File: src/rtl/egress_frame_arbiter_if.sv
// Bundles the per-port ingress streams, the shared egress stream and the
// Avalon register bus for the egress frame arbiter.
interface egress_frame_arbiter_if #(
  parameter int NUM_PORTS = 4
);
  logic [16*NUM_PORTS-1:0] ingress_port_tdata;
  logic [NUM_PORTS-1:0]    ingress_port_tlast;
  logic [NUM_PORTS-1:0]    ingress_port_tvalid;
  logic [NUM_PORTS-1:0]    ingress_port_tready;
  logic [15:0]             egress_port_tdata;
  logic                    egress_port_tlast;
  logic                    egress_port_tvalid;
  logic                    egress_port_tready;
  logic [7:0]              writedata;
  logic                    write;
  logic                    chipselect;
  logic [7:0]              address;
  logic                    read;
  logic [7:0]              readdata;

  modport slave (
    input  ingress_port_tdata, ingress_port_tlast, ingress_port_tvalid,
    output ingress_port_tready,
    output egress_port_tdata, egress_port_tlast, egress_port_tvalid,
    input  egress_port_tready,
    input  writedata, write, chipselect, address, read,
    output readdata
  );

  modport master (
    output ingress_port_tdata, ingress_port_tlast, ingress_port_tvalid,
    input  ingress_port_tready,
    input  egress_port_tdata, egress_port_tlast, egress_port_tvalid,
    output egress_port_tready,
    output writedata, write, chipselect, address, read,
    input  readdata
  );
endinterface

File: src/rtl/egress_frame_arbiter.sv
// Frame-granular round-robin arbiter sharing one 16-bit AXI-stream egress
// between NUM_PORTS generators, with Avalon-readable per-port frame counters.
module egress_frame_arbiter #(
  parameter  int NUM_PORTS = 4,
  localparam int IDX_W     = $clog2(NUM_PORTS)
) (
  input  logic                  clk,
  input  logic                  reset,
  egress_frame_arbiter_if.slave bus
);

  typedef enum logic {IDLE, BUSY} state_t;

  state_t           state;
  logic [IDX_W-1:0] grant;
  logic [IDX_W-1:0] last_grant;
  logic [IDX_W-1:0] next_grant;
  logic             request_seen;
  logic [7:0]       counter [NUM_PORTS];
  logic             transfer;
  logic             frame_done;
  logic             clear_counters;
  logic             reg_read;
  logic [7:0]       read_value;
  logic             unused_writedata;

  function automatic logic [IDX_W-1:0] wrap_idx(input logic [IDX_W-1:0] base, input int offset);
    int sum;
    sum = (int'(base) + offset) % NUM_PORTS;
    return IDX_W'(sum);
  endfunction

  // Scan starts just after the previous winner so every port gets a turn.
  always_comb begin
    request_seen = 1'b0;
    next_grant   = last_grant;
    for (int k = 1; k <= NUM_PORTS; k++) begin
      if (!request_seen && bus.ingress_port_tvalid[wrap_idx(last_grant, k)]) begin
        request_seen = 1'b1;
        next_grant   = wrap_idx(last_grant, k);
      end
    end
  end

  always_comb begin
    bus.egress_port_tdata   = '0;
    bus.egress_port_tlast   = 1'b0;
    bus.egress_port_tvalid  = 1'b0;
    bus.ingress_port_tready = '0;
    if (state == BUSY) begin
      bus.egress_port_tdata          = bus.ingress_port_tdata[16*grant +: 16];
      bus.egress_port_tlast          = bus.ingress_port_tlast[grant];
      bus.egress_port_tvalid         = bus.ingress_port_tvalid[grant];
      bus.ingress_port_tready[grant] = bus.egress_port_tready;
    end
  end

  assign transfer         = (state == BUSY) && bus.ingress_port_tvalid[grant] && bus.egress_port_tready;
  assign frame_done       = transfer && bus.ingress_port_tlast[grant];
  assign clear_counters   = bus.chipselect && bus.write && (bus.address == 8'd15) && bus.writedata[0];
  assign reg_read         = bus.chipselect && bus.read;
  assign unused_writedata = ^bus.writedata[7:1];

  always_comb begin
    read_value = '0;
    if (int'(bus.address) < NUM_PORTS) begin
      read_value = counter[bus.address[IDX_W-1:0]];
    end else if (bus.address == 8'd8) begin
      read_value = {state == BUSY, 3'b000, 4'(grant)};
    end
  end

  // A software clear takes priority over an increment landing in the same cycle.
  always_ff @(posedge clk) begin
    if (reset) begin
      state        <= IDLE;
      grant        <= '0;
      last_grant   <= IDX_W'(NUM_PORTS - 1);
      bus.readdata <= '0;
      for (int i = 0; i < NUM_PORTS; i++) begin
        counter[i] <= '0;
      end
    end else begin
      case (state)
        IDLE: begin
          if (request_seen) begin
            grant <= next_grant;
            state <= BUSY;
          end
        end
        BUSY: begin
          if (frame_done) begin
            last_grant <= grant;
            state      <= IDLE;
          end
        end
        default: state <= IDLE;
      endcase
      for (int i = 0; i < NUM_PORTS; i++) begin
        if (clear_counters) begin
          counter[i] <= '0;
        end else if (frame_done && (grant == IDX_W'(i))) begin
          counter[i] <= counter[i] + 8'd1;
        end
      end
      if (reg_read) begin
        bus.readdata <= read_value;
      end
    end
  end

endmodule

File: src/flat_wrapper.sv
// flat-port wrapper written by rule: the top's interface ports become plain ports
module egress_frame_arbiter_flat 
#(
  parameter  int NUM_PORTS = 4,
  localparam int IDX_W     = $clog2(NUM_PORTS)
)
  (clk, reset, bus_ingress_port_tdata, bus_ingress_port_tlast, bus_ingress_port_tvalid, bus_ingress_port_tready, bus_egress_port_tdata, bus_egress_port_tlast, bus_egress_port_tvalid, bus_egress_port_tready, bus_writedata, bus_write, bus_chipselect, bus_address, bus_read, bus_readdata);
  egress_frame_arbiter_if #(.NUM_PORTS(NUM_PORTS)) bus_i ();
  input  logic clk;
  input  logic reset;
  input wire logic [$bits(bus_i.ingress_port_tdata)-1:0] bus_ingress_port_tdata;
  input wire logic [$bits(bus_i.ingress_port_tlast)-1:0] bus_ingress_port_tlast;
  input wire logic [$bits(bus_i.ingress_port_tvalid)-1:0] bus_ingress_port_tvalid;
  output wire logic [$bits(bus_i.ingress_port_tready)-1:0] bus_ingress_port_tready;
  output wire logic [$bits(bus_i.egress_port_tdata)-1:0] bus_egress_port_tdata;
  output wire logic [$bits(bus_i.egress_port_tlast)-1:0] bus_egress_port_tlast;
  output wire logic [$bits(bus_i.egress_port_tvalid)-1:0] bus_egress_port_tvalid;
  input wire logic [$bits(bus_i.egress_port_tready)-1:0] bus_egress_port_tready;
  input wire logic [$bits(bus_i.writedata)-1:0] bus_writedata;
  input wire logic [$bits(bus_i.write)-1:0] bus_write;
  input wire logic [$bits(bus_i.chipselect)-1:0] bus_chipselect;
  input wire logic [$bits(bus_i.address)-1:0] bus_address;
  input wire logic [$bits(bus_i.read)-1:0] bus_read;
  output wire logic [$bits(bus_i.readdata)-1:0] bus_readdata;
  assign bus_i.ingress_port_tdata = bus_ingress_port_tdata;
  assign bus_i.ingress_port_tlast = bus_ingress_port_tlast;
  assign bus_i.ingress_port_tvalid = bus_ingress_port_tvalid;
  assign bus_ingress_port_tready = bus_i.ingress_port_tready;
  assign bus_egress_port_tdata = bus_i.egress_port_tdata;
  assign bus_egress_port_tlast = bus_i.egress_port_tlast;
  assign bus_egress_port_tvalid = bus_i.egress_port_tvalid;
  assign bus_i.egress_port_tready = bus_egress_port_tready;
  assign bus_i.writedata = bus_writedata;
  assign bus_i.write = bus_write;
  assign bus_i.chipselect = bus_chipselect;
  assign bus_i.address = bus_address;
  assign bus_i.read = bus_read;
  assign bus_readdata = bus_i.readdata;
  egress_frame_arbiter #(.NUM_PORTS(NUM_PORTS)) u_core (.clk(clk), .reset(reset), .bus(bus_i));
endmodule
File: config.mk
export PLATFORM = sky130hd
export DESIGN_NAME = egress_frame_arbiter_flat
export DESIGN_NICKNAME = d
export VERILOG_FILES = /design/src/rtl/egress_frame_arbiter_if.sv /design/src/rtl/egress_frame_arbiter.sv /design/src/flat_wrapper.sv
export SDC_FILE = /design/constraint.sdc
export NUM_CORES = 1
export LEC_CHECK = 0
export CAP_MARGIN = 10
export CORE_UTILIZATION = 30
export DETAILED_ROUTE_END_ITERATION = 12
export GPL_TIMING_DRIVEN = 0
export SYNTH_ARGS = -nofsm -noshare
export SYNTH_HDL_FRONTEND = slang
export SYNTH_SLANG_ARGS = --single-unit
File: constraint.sdc
create_clock -name clk -period 3.25 [get_ports clk]
set_input_delay 0.4875 -clock clk [delete_from_list [all_inputs] [get_ports clk]]
set_output_delay 0.4875 -clock clk [all_outputs]
set_load 0.01 [all_outputs]
**After elaboration in Yosys (flattened, before gate mapping)**

Memory sizes are Yosys's and may differ from the RTL's.
Index checks and enable logic that the tools add are counted.

- Memories: 1
- Word-level logic and storage cells: 117
- Register bits: 13
- Output and inout bits: 30
- Memory bits (writable): 32
- Input bits: 94

- $lt $le $gt $ge: 7
- Reduce and logical (&&, ||, !) cells: 21
- Bitwise operators: 10
- Equality and inequality tests: 5
- Multiplexer cells: 60
- Shifts and indexed selects: 1
- Add/sub/neg operators: 8

Memories:

| memory | depth | width | read ports | clocked after Yosys merged registers in | write ports | line | text |
|---|---|---|---|---|---|---|---|
| u_core.counter | 4 | 8 | 5 | 0 | 4 | egress_frame_arbiter.sv:19 | `logic [7:0] counter [NUM_PORTS];` |

Operator list:

| operator | count |
|---|---|
| $mux 8 | 10 |
| $shiftx 64x7->16 | 1 |
| $mux 1 | 36 |
| $add 8x1->8 const B | 4 |
| $eq 8x4->1 const B | 2 |
| $mux 16 | 1 |
| $logic_and 1x1->1 | 15 |
| $lt 2x3->1 const B | 5 |
| $bmux 1 s2 | 6 |
| $lt 8x3->1 const B | 1 |
| $mux 2 | 4 |
| $or 1x1->1 | 8 |
| $add 2x1->2 const B | 2 |
| $add 2x2->2 const B | 2 |
| $and 4x4->4 | 1 |
| $eq 2x2->1 const B | 2 |
| $mux 4 | 1 |
| $reduce_and 2->1 | 2 |
| $logic_not 1->1 | 3 |
| $demux 1 s2 | 1 |
| $eq 2x1->1 const B | 1 |
| $ge 2x1->1 const B | 1 |
| $logic_not 2->1 | 1 |
| $pmux 1 s2 | 1 |
| $not 1->1 | 1 |

**Longest topological paths before layout**

Gate-level depths: netlist of run 1.

- Depth after elaboration: 15
- Mapped depth: 6
- Gate-level depth less buffers: 4

**Least setup slack after synthesis of run 1**

Ideal clock, no wire load.

- Kind: flip-flop to flip-flop
- From: reg u_core.grant[0]
- To: mem u_core.counter[0][0], enable pin
- Data arrival time: 1.767 ns
- Required time: 2.863 ns
- Path slack: 1.096 ns
- Setup time: 0.387 ns
- Stages on the path, launching flop included: 6
- Path through: dfxtp_1 > buf_4 > nand3_1 > o22ai_4 > nand2_2 > o31ai_1

RTL lines:

| what | line | text |
|---|---|---|
| from (decl) | egress_frame_arbiter.sv:15 | `logic [IDX_W-1:0] grant;` |
| from (signal assigned) | egress_frame_arbiter.sv:87 | `grant <= next_grant;` |
| to (decl) | egress_frame_arbiter.sv:19 |  |

**Worst setup path in the final report of run 1**

- From: reg u_core.grant[0]
- To: out bus_egress_port_tdata[6]

- Word-level cells in the longest chain between the ends: 2

Ends and longest elaborated chain:

| what | line | text |
|---|---|---|
| $shiftx 64x7->16 | egress_frame_arbiter.sv:51 | `bus.egress_port_tdata = bus.ingress_port_tdata[16*grant +: 16];` |
| $mux 16 | egress_frame_arbiter.sv:50 | `if (state == BUSY) begin` |
| to (decl) | flat_wrapper.sv:15 | `output wire logic [$bits(bus_i.egress_port_tdata)-1:0] bus_egress_port_tdata;` |

Every way passes these cells.

==> impl_metrics.toml, run 1 <==
[die]
dieArea_sq_um = 10500
die_w_um = 103
io_pins = 124
core_area_sq_um = 9820
die_h_um = 103
fp-row-count = 36
start_util_pct = 31.0

[sta]
post-route-min-period_ns = 2.87
tightest_slew_ns = 1.18
holdWs_ns = 0.459
rsz0062_at_grt = "false"
period_share_pct = 88.4
fin_worst_skew_ns = 0.00335
maxSlewViolCount = 0
setup_slack_ns = 0.375
finalHoldViolCount = 0
fmax_ghz = 0.348
tns_ns = 0
maxSlewHeadroom_pct = 20.7
setup_viol = 0

[drt]
ant_nets = 0
drc = 0
drt-pass1-iter-count = 4
vias = 2649
drt_iter0_markers = 88
wl_um = 8940
wl_per_cell_um = 16.8
via_per_inst = 4.98

[synth]
yosysSeqAreaShare_pct = 40.1
yosys_warnings = 0
synthCells = 273
syn_area_per_cell_sq_um = 11.1
synthesis.nets = 371
synth_top_area_share_pct = 31.6
synth_top_cell_by_area = "edfxtp_1"
yosysUniqueCellTypes = 40
synthTopCellsByArea = "edfxtp_1 32%, mux4_2 19%, dfxtp_1 8.6%"
synth_ff_type = "edfxtp_1"
synthesis.area_sq_um = 3040
synth_edf_count = 32
async_reset_ff_share_pct = 0
ys_ff_latch = 45

[worst_setup_path]
crit_path_end_kind = "output port"
path_buf_inv = 3
path_common_cell = "buf_4"
crit_fanout = 10
r2r_start = "u_core.grant[0]$_SDFFE_PP0P_"
path_class = "reg2out"
cp.required_ns = 2.76
cp_slowest_cell = "mux4_2"
path_cells = "buf_4, buf_4, mux4_2, and2_1, clkdlybuf4s50_1"
arrival_ns = 2.39
crit_start = "u_core.grant[0]$_SDFFE_PP0P_"
crit_family = "buffers and inverters"
slowest_delay_ns = 0.54
critical_path.startpoint_type = "flip-flop"

[place]
place_area_sq_um = 4340
io_buffer_count = 113
finalWeightedCongestion = 0.760
dp_slack_ns = 0.138
dp_hpwl_um = 7240

[grt]
grt_usage_pct = 17.2
gr-total-overflow = 0
grt_max_degree = 15
grt_pass1_wl_um = 13500
first_global_vias = 2573
antenna_found_initial = 2

[layout]
seqCellArea_sq_um = 1220
stdcell_area_sq_um = 4490
nNetsFinal = 494
area.growth.synth_to_final_pct = 47.6
drive_above_1_share_pct = 13.4
num-fill-cells = 961
multi_input_area_sq_um = 1730

[pwr]
max-vdd-ir-drop_mv = 0.173
p_leak_nw = 1.62
power_density_nw_per_um2 = 362

[cts]
htree_levels = 2
cts.path.max_buffers = 2
cts_resized = 0
cts_tree = "yes"
cts_setup_buffers = 0
cts_inserted_buffers = 5
clock-root-buffer = "clkbuf_8"
cts_sinks = 45
cts_hold_buf = 0
cts.clk_slew.worst_paths_ns = 0.09
clkLatencyLatePin_ns = 0.31

[worst_hold_path]
min_path_type = "reg2reg"
worstHoldStart = "u_core.bus.readdata[1]$_SDFFE_PP0P_"

[run]
drv_cap = 0

[run_status]
status = "complete, no violations"
==> routing by layer <==
metal / track usage (%) / vias to the layer above / part of all wire, %
met2: 32.0 / 99 / 49
met4: 5.60 / 0 / 2.0
met3: 3.93 / 9 / 8.6
li1: - / 1262 / -
met5: 0 / - / 0
met1: 19.3 / 1279 / 40
==> worst reg2reg max path: cells and delay by family (launching register included) <==
kind                   cells  cell delay [ns]
AO/OA/AOI/OAI              2             1.25
AND/OR/NAND/NOR            2             0.31
flip-flops                 1             0.38
buffers and inverters      1             0.23
==> cell type report <==
type,count,share of cell area (%)
antenna,2,0.111
buffer,13,1.50
clock buffer,6,2.09
clock inverter,2,0.780
inverter,5,0.418
multi-input combinational,210,38.6
sequential,45,27.2
tap,133,3.71
timing repair buffer,116,25.6
==> stage by stage <==
step / power (mW) / util, % / std cells
floorplan: 0.924 / - / 273
global placement: 1.16 / 44.2 / 519
detailed placement: 1.16 / 44.2 / 519
CTS: 1.64 / 45.5 / 527
global route: 1.70 / 45.7 / 532
finish: 1.62 / 45.7 / 532
==> flip-flops by register name, summed over array words and instances (netlist names) <==
name,flops
u_core.counter,32
u_core.bus.readdata,8
u_core.grant,2
u_core.last_grant,2
u_core.state,1
==> cells in the final DEF, fill, tap and decap left out, types with 2 or more instances in the layout <==
cell             Yosys  routed
diode_2              0       2
nor3_1               2       2
and3b_1              2       2
and2_1              18      18
clkdlybuf4s50_1      0     113
buf_4                3       3
nor2b_1              3       3
nor2_1              47      47
buf_2                5       6
and4_1               2       2
a22oi_1              8       8
and3_1              10      10
nand2b_1             5       5
ha_1                 4       4
nand4_2              2       2
nand4b_2             2       2
nand3_1             21      21
xor2_1              20      20
clkbuf_1             3       3
dfxtp_1             13      13
xnor2_1              4       4
edfxtp_1            32      32
clkbuf_8             0       5
clkbuf_2             1       2
mux2i_1              3       3
inv_1                5       5
o21ai_0              4       4
a21oi_1              6       6
nand2_1             10      10
mux4_2              25      25
==> report_power, final <==
part	switching, mW	total, mW	internal (mW)
Clock	0.202	0.476	0.275
Combinational	0.187	0.476	0.289
Sequential	0.0318	0.671	0.639
==> synthesized netlist by cell type, drive strengths merged (6+ instances only) <==
cell    instances
a21oi           6
a22oi           8
and2           18
and3           10
buf             9
dfxtp          13
edfxtp         32
mux4           25
nand2          11
nand3          21
nor2           47
xor2           20
==> worst paths after layout <==
kind	endpoint	slack, ns	cells after the start
setup reg to reg	u_core.counter[0][6]$_SDFFCE_PN0P_	0.70	5
setup / recovery	bus_egress_port_tdata[6]	0.38	5
hold reg to reg	u_core.bus.readdata[1]$_SDFFE_PP0P_	0.46	2
hold / removal	u_core.bus.readdata[1]$_SDFFE_PP0P_	0.46	2
==> cells by family (layout without fill, tap and decap cells) <==
kind of cell,after synthesis,count (layout),synth area share (%)
compound gates,25,25,6.46
xor+xnor,24,24,6.91
fa+ha+maj,4,4,1.65
buf+inv,18,142,2.84
flops,45,45,40.1
mux,28,28,19.5
other cells,0,2,0
simple gates,129,129,22.5
Power figures use the tool's default switching activity.
==> run 2: changes to the inputs <==
Settings changed: ABC_AREA set to 1, HOLD_SLACK_MARGIN set to 0.08.
==> run 2 against run 1 <==
Critical path depth up 2. Non-clock buffer count unchanged. Die area up 2.7%. Largest power group unchanged. Hold slack worse by 0.021 ns. Synthesized cell count up 51%. Design area up 1.8%.
==> impl_metrics.toml, run 2 <==
[run_status]
status = "complete, no violations"

[pwr]
p_comb_share_pct = 30.0
internal_power_mw = 1.10
p_clk_share_pct = 27.4
swShare_pct = 29.8
power_density_nw_per_um2 = 342
p_leak_nw = 1.71
pwr-share-seq_pct = 42.6
max-vdd-ir-drop_mv = 0.167
p_switching_mw = 0.466

[synth]
synth-compound-area-share_pct = 15.8
synth_adder_area_share_pct = 1.60
synthCells = 411
synth_top_cell_by_area = "edfxtp_1"
synth_most_common_cell = "nand2_1"
yosys_warnings = 0
synth_edf_count = 32
synth_top_area_share_pct = 30.7
synthXorXnorAreaFrac_pct = 6.72
yosysSeqAreaShare_pct = 39.1
syn_area_per_cell_sq_um = 7.61
synthTopCellsByArea = "edfxtp_1 31%, nand2_1 12%, dfxtp_1 8.3%"
synth_common_cells = "99 x nand2_1, 62 x nor2_1, 33 x inv_1"
synth-simple-area-share_pct = 30.1
ys_ff_latch = 45
synth.mux.area_fraction_pct = 0
yosysUniqueCellTypes = 34
async_reset_ff_share_pct = 0
synthesis.area_sq_um = 3130
synth_top_family_by_area = "simple AND/OR/NAND/NOR gates"
synth_ff_type = "edfxtp_1"
synthesis.nets = 509

[sta]
maxSlewHeadroom_pct = 26.6
fmax_ghz = 0.331
setup_viol = 0
fin_worst_skew_ns = 0.0111
tightest_slew_ns = 1.09
post-route-min-period_ns = 3.02
period_share_pct = 93.0
rsz0062_at_grt = "false"
maxSlewViolCount = 0
tns_ns = 0
finalHoldViolCount = 0

[drt]
vias = 3291
drt_iter0_markers = 212
via_per_inst = 4.92
wl_per_cell_um = 13.9
ant_nets = 0
drt-pass1-iter-count = 4
wl_um = 9270
drc = 0

[cts]
cts.path.max_buffers = 2
cts_setup_buffers = 0
cts_sinks = 45
clock-root-buffer = "clkbuf_8"
cts_tree = "yes"
htree_levels = 2
cts.clk_slew.worst_paths_ns = 0.09
clkLatencyLatePin_ns = 0.30
cts_inserted_buffers = 5
cts_hold_buf = 0
cts_resized = 0

[layout]
seqCellArea_sq_um = 1220
multi_input_area_sq_um = 1700
area.growth.synth_to_final_pct = 46.1
num-fill-cells = 1014
utilization_pct = 45.9
diodes = 0
mostFrequentLayoutCells = "115 x clkdlybuf4s50_1, 99 x nand2_1, 62 x nor2_1"
drive_above_1_share_pct = 5.97
regMostFlops = "u_core.counter"
nNetsFinal = 633
largest_registers = "u_core.counter: 32 flops, u_core.bus.readdata: 8 flops"
largest_reg_flops = 32
final_common_cell = "clkdlybuf4s50_1"

[worst_setup_path]
critical_path.startpoint_type = "flip-flop"
r2r_end = "u_core.counter[0][7]$_SDFFCE_PN0P_"
arrival_ns = 2.54
cp.required_ns = 2.76
crit_fanout = 10
crit_start = "u_core.grant[1]$_SDFFE_PP0P_"
path_class = "reg2out"
rr_worst_depth = 8
crit_path_end_kind = "output port"
r2r_start = "u_core.grant[1]$_SDFFE_PP0P_"
crit_end = "bus_egress_port_tdata[5]"
reg2reg_slack_ns = 0.79

[die]
io_pins = 124
start_util_pct = 31.4
die_w_um = 104
fp-row-count = 36
core_area_sq_um = 9950
dieArea_sq_um = 10800
die_h_um = 104

[grt]
grt_max_degree = 16
grt_usage_pct = 17.4
first_global_vias = 3337
gr-total-overflow = 0
antenna_found_initial = 0
grt_pass1_wl_um = 15400

[place]
io_buffer_count = 115
finalWeightedCongestion = 0.884
dp_hpwl_um = 7670

[worst_hold_path]
min_path_type = "in2reg"
min_path_cells = 2

[run]
drv_cap = 0
run 2: worst max-delay path, cell delays in order (launching register included):
cell and delay (ns):
dfxtp_1 0.49, inv_1 0.11, nand2_2 0.13, clkinv_1 0.31, clkbuf_1 0.35, a22oi_1 0.23
a31oi_1 0.13, clkdlybuf4s50_1 0.50
run 2: kinds of logic after synthesis:
family	after synthesis
AND/OR/NAND/NOR	208
AO/OA/AOI/OAI	79
buffers and inverters	51
flip-flops	45
XOR/XNOR	24
adder cells (fa/ha/maj)	4
run 2: routing by layer:
layer,vias up,track usage (%),part of all wire [%]
met3,23,4.64,7.6
met4,0,7.14,3.2
li1,1638,-,-
met5,-,0,0
met1,1493,19.6,41
met2,137,30.9,48
run 2: final cells by class:
type	count	area share [%]
clock buffers	5	1.51
multi-input cells	315	37.1
clock inverters	3	1.01
flip-flops and latches	45	26.7
repair buffers	117	25.4
plain buffers	12	1.23
inverters	39	3.37
well taps	133	3.64
run 2: metrics by stage:
| step | instance area, sq um | worst slack (ns) | hold WS (ns) | std cells | power (mW) |
|---|---|---|---|---|---|
| final | 4570 | 0.227 | 0.438 | 669 | 1.56 |
| after global routing | 4570 | 0.0689 | 0.446 | 669 | 1.64 |
| after CTS | 4560 | 0.211 | 0.438 | 667 | 1.57 |
| after detailed placement | 4440 | 0.280 | 0.456 | 659 | 1.15 |
| after global placement | 4440 | 0.332 | 0.457 | 659 | 1.15 |
| after floorplan | 3130 | 1.23 | 0.483 | 411 | 0.905 |
run 2: how the worst min path moves through the flow:
stage                                        startpoint                                  end  slack [ns]
floorplan                       u_core.state$_SDFF_PP0_              u_core.state$_SDFF_PP0_        0.48
finish                                            reset  u_core.bus.readdata[5]$_SDFFE_PP0P_        0.44
global route                                      reset  u_core.bus.readdata[3]$_SDFFE_PP0P_        0.45
global placement    u_core.bus.readdata[3]$_SDFFE_PP0P_  u_core.bus.readdata[3]$_SDFFE_PP0P_        0.46
detailed placement  u_core.bus.readdata[5]$_SDFFE_PP0P_  u_core.bus.readdata[5]$_SDFFE_PP0P_        0.46
CTS                                               reset  u_core.bus.readdata[5]$_SDFFE_PP0P_        0.44
run 2: power by group through the flow:
stage | Clock (mW) | Combinational (mW) | Sequential [mW]
floorplan | 0 | 0.235 | 0.670
global placement | 0 | 0.467 | 0.678
detailed placement | 0 | 0.469 | 0.679
CTS | 0.437 | 0.471 | 0.666
global route | 0.459 | 0.515 | 0.670
finish | 0.429 | 0.470 | 0.666
==> run 3: changes to the inputs <==
Settings changed: ABC_AREA 1 to unset.
==> results of run 3 <==
Final layout, timing and power as in run 1 (identical DEF).
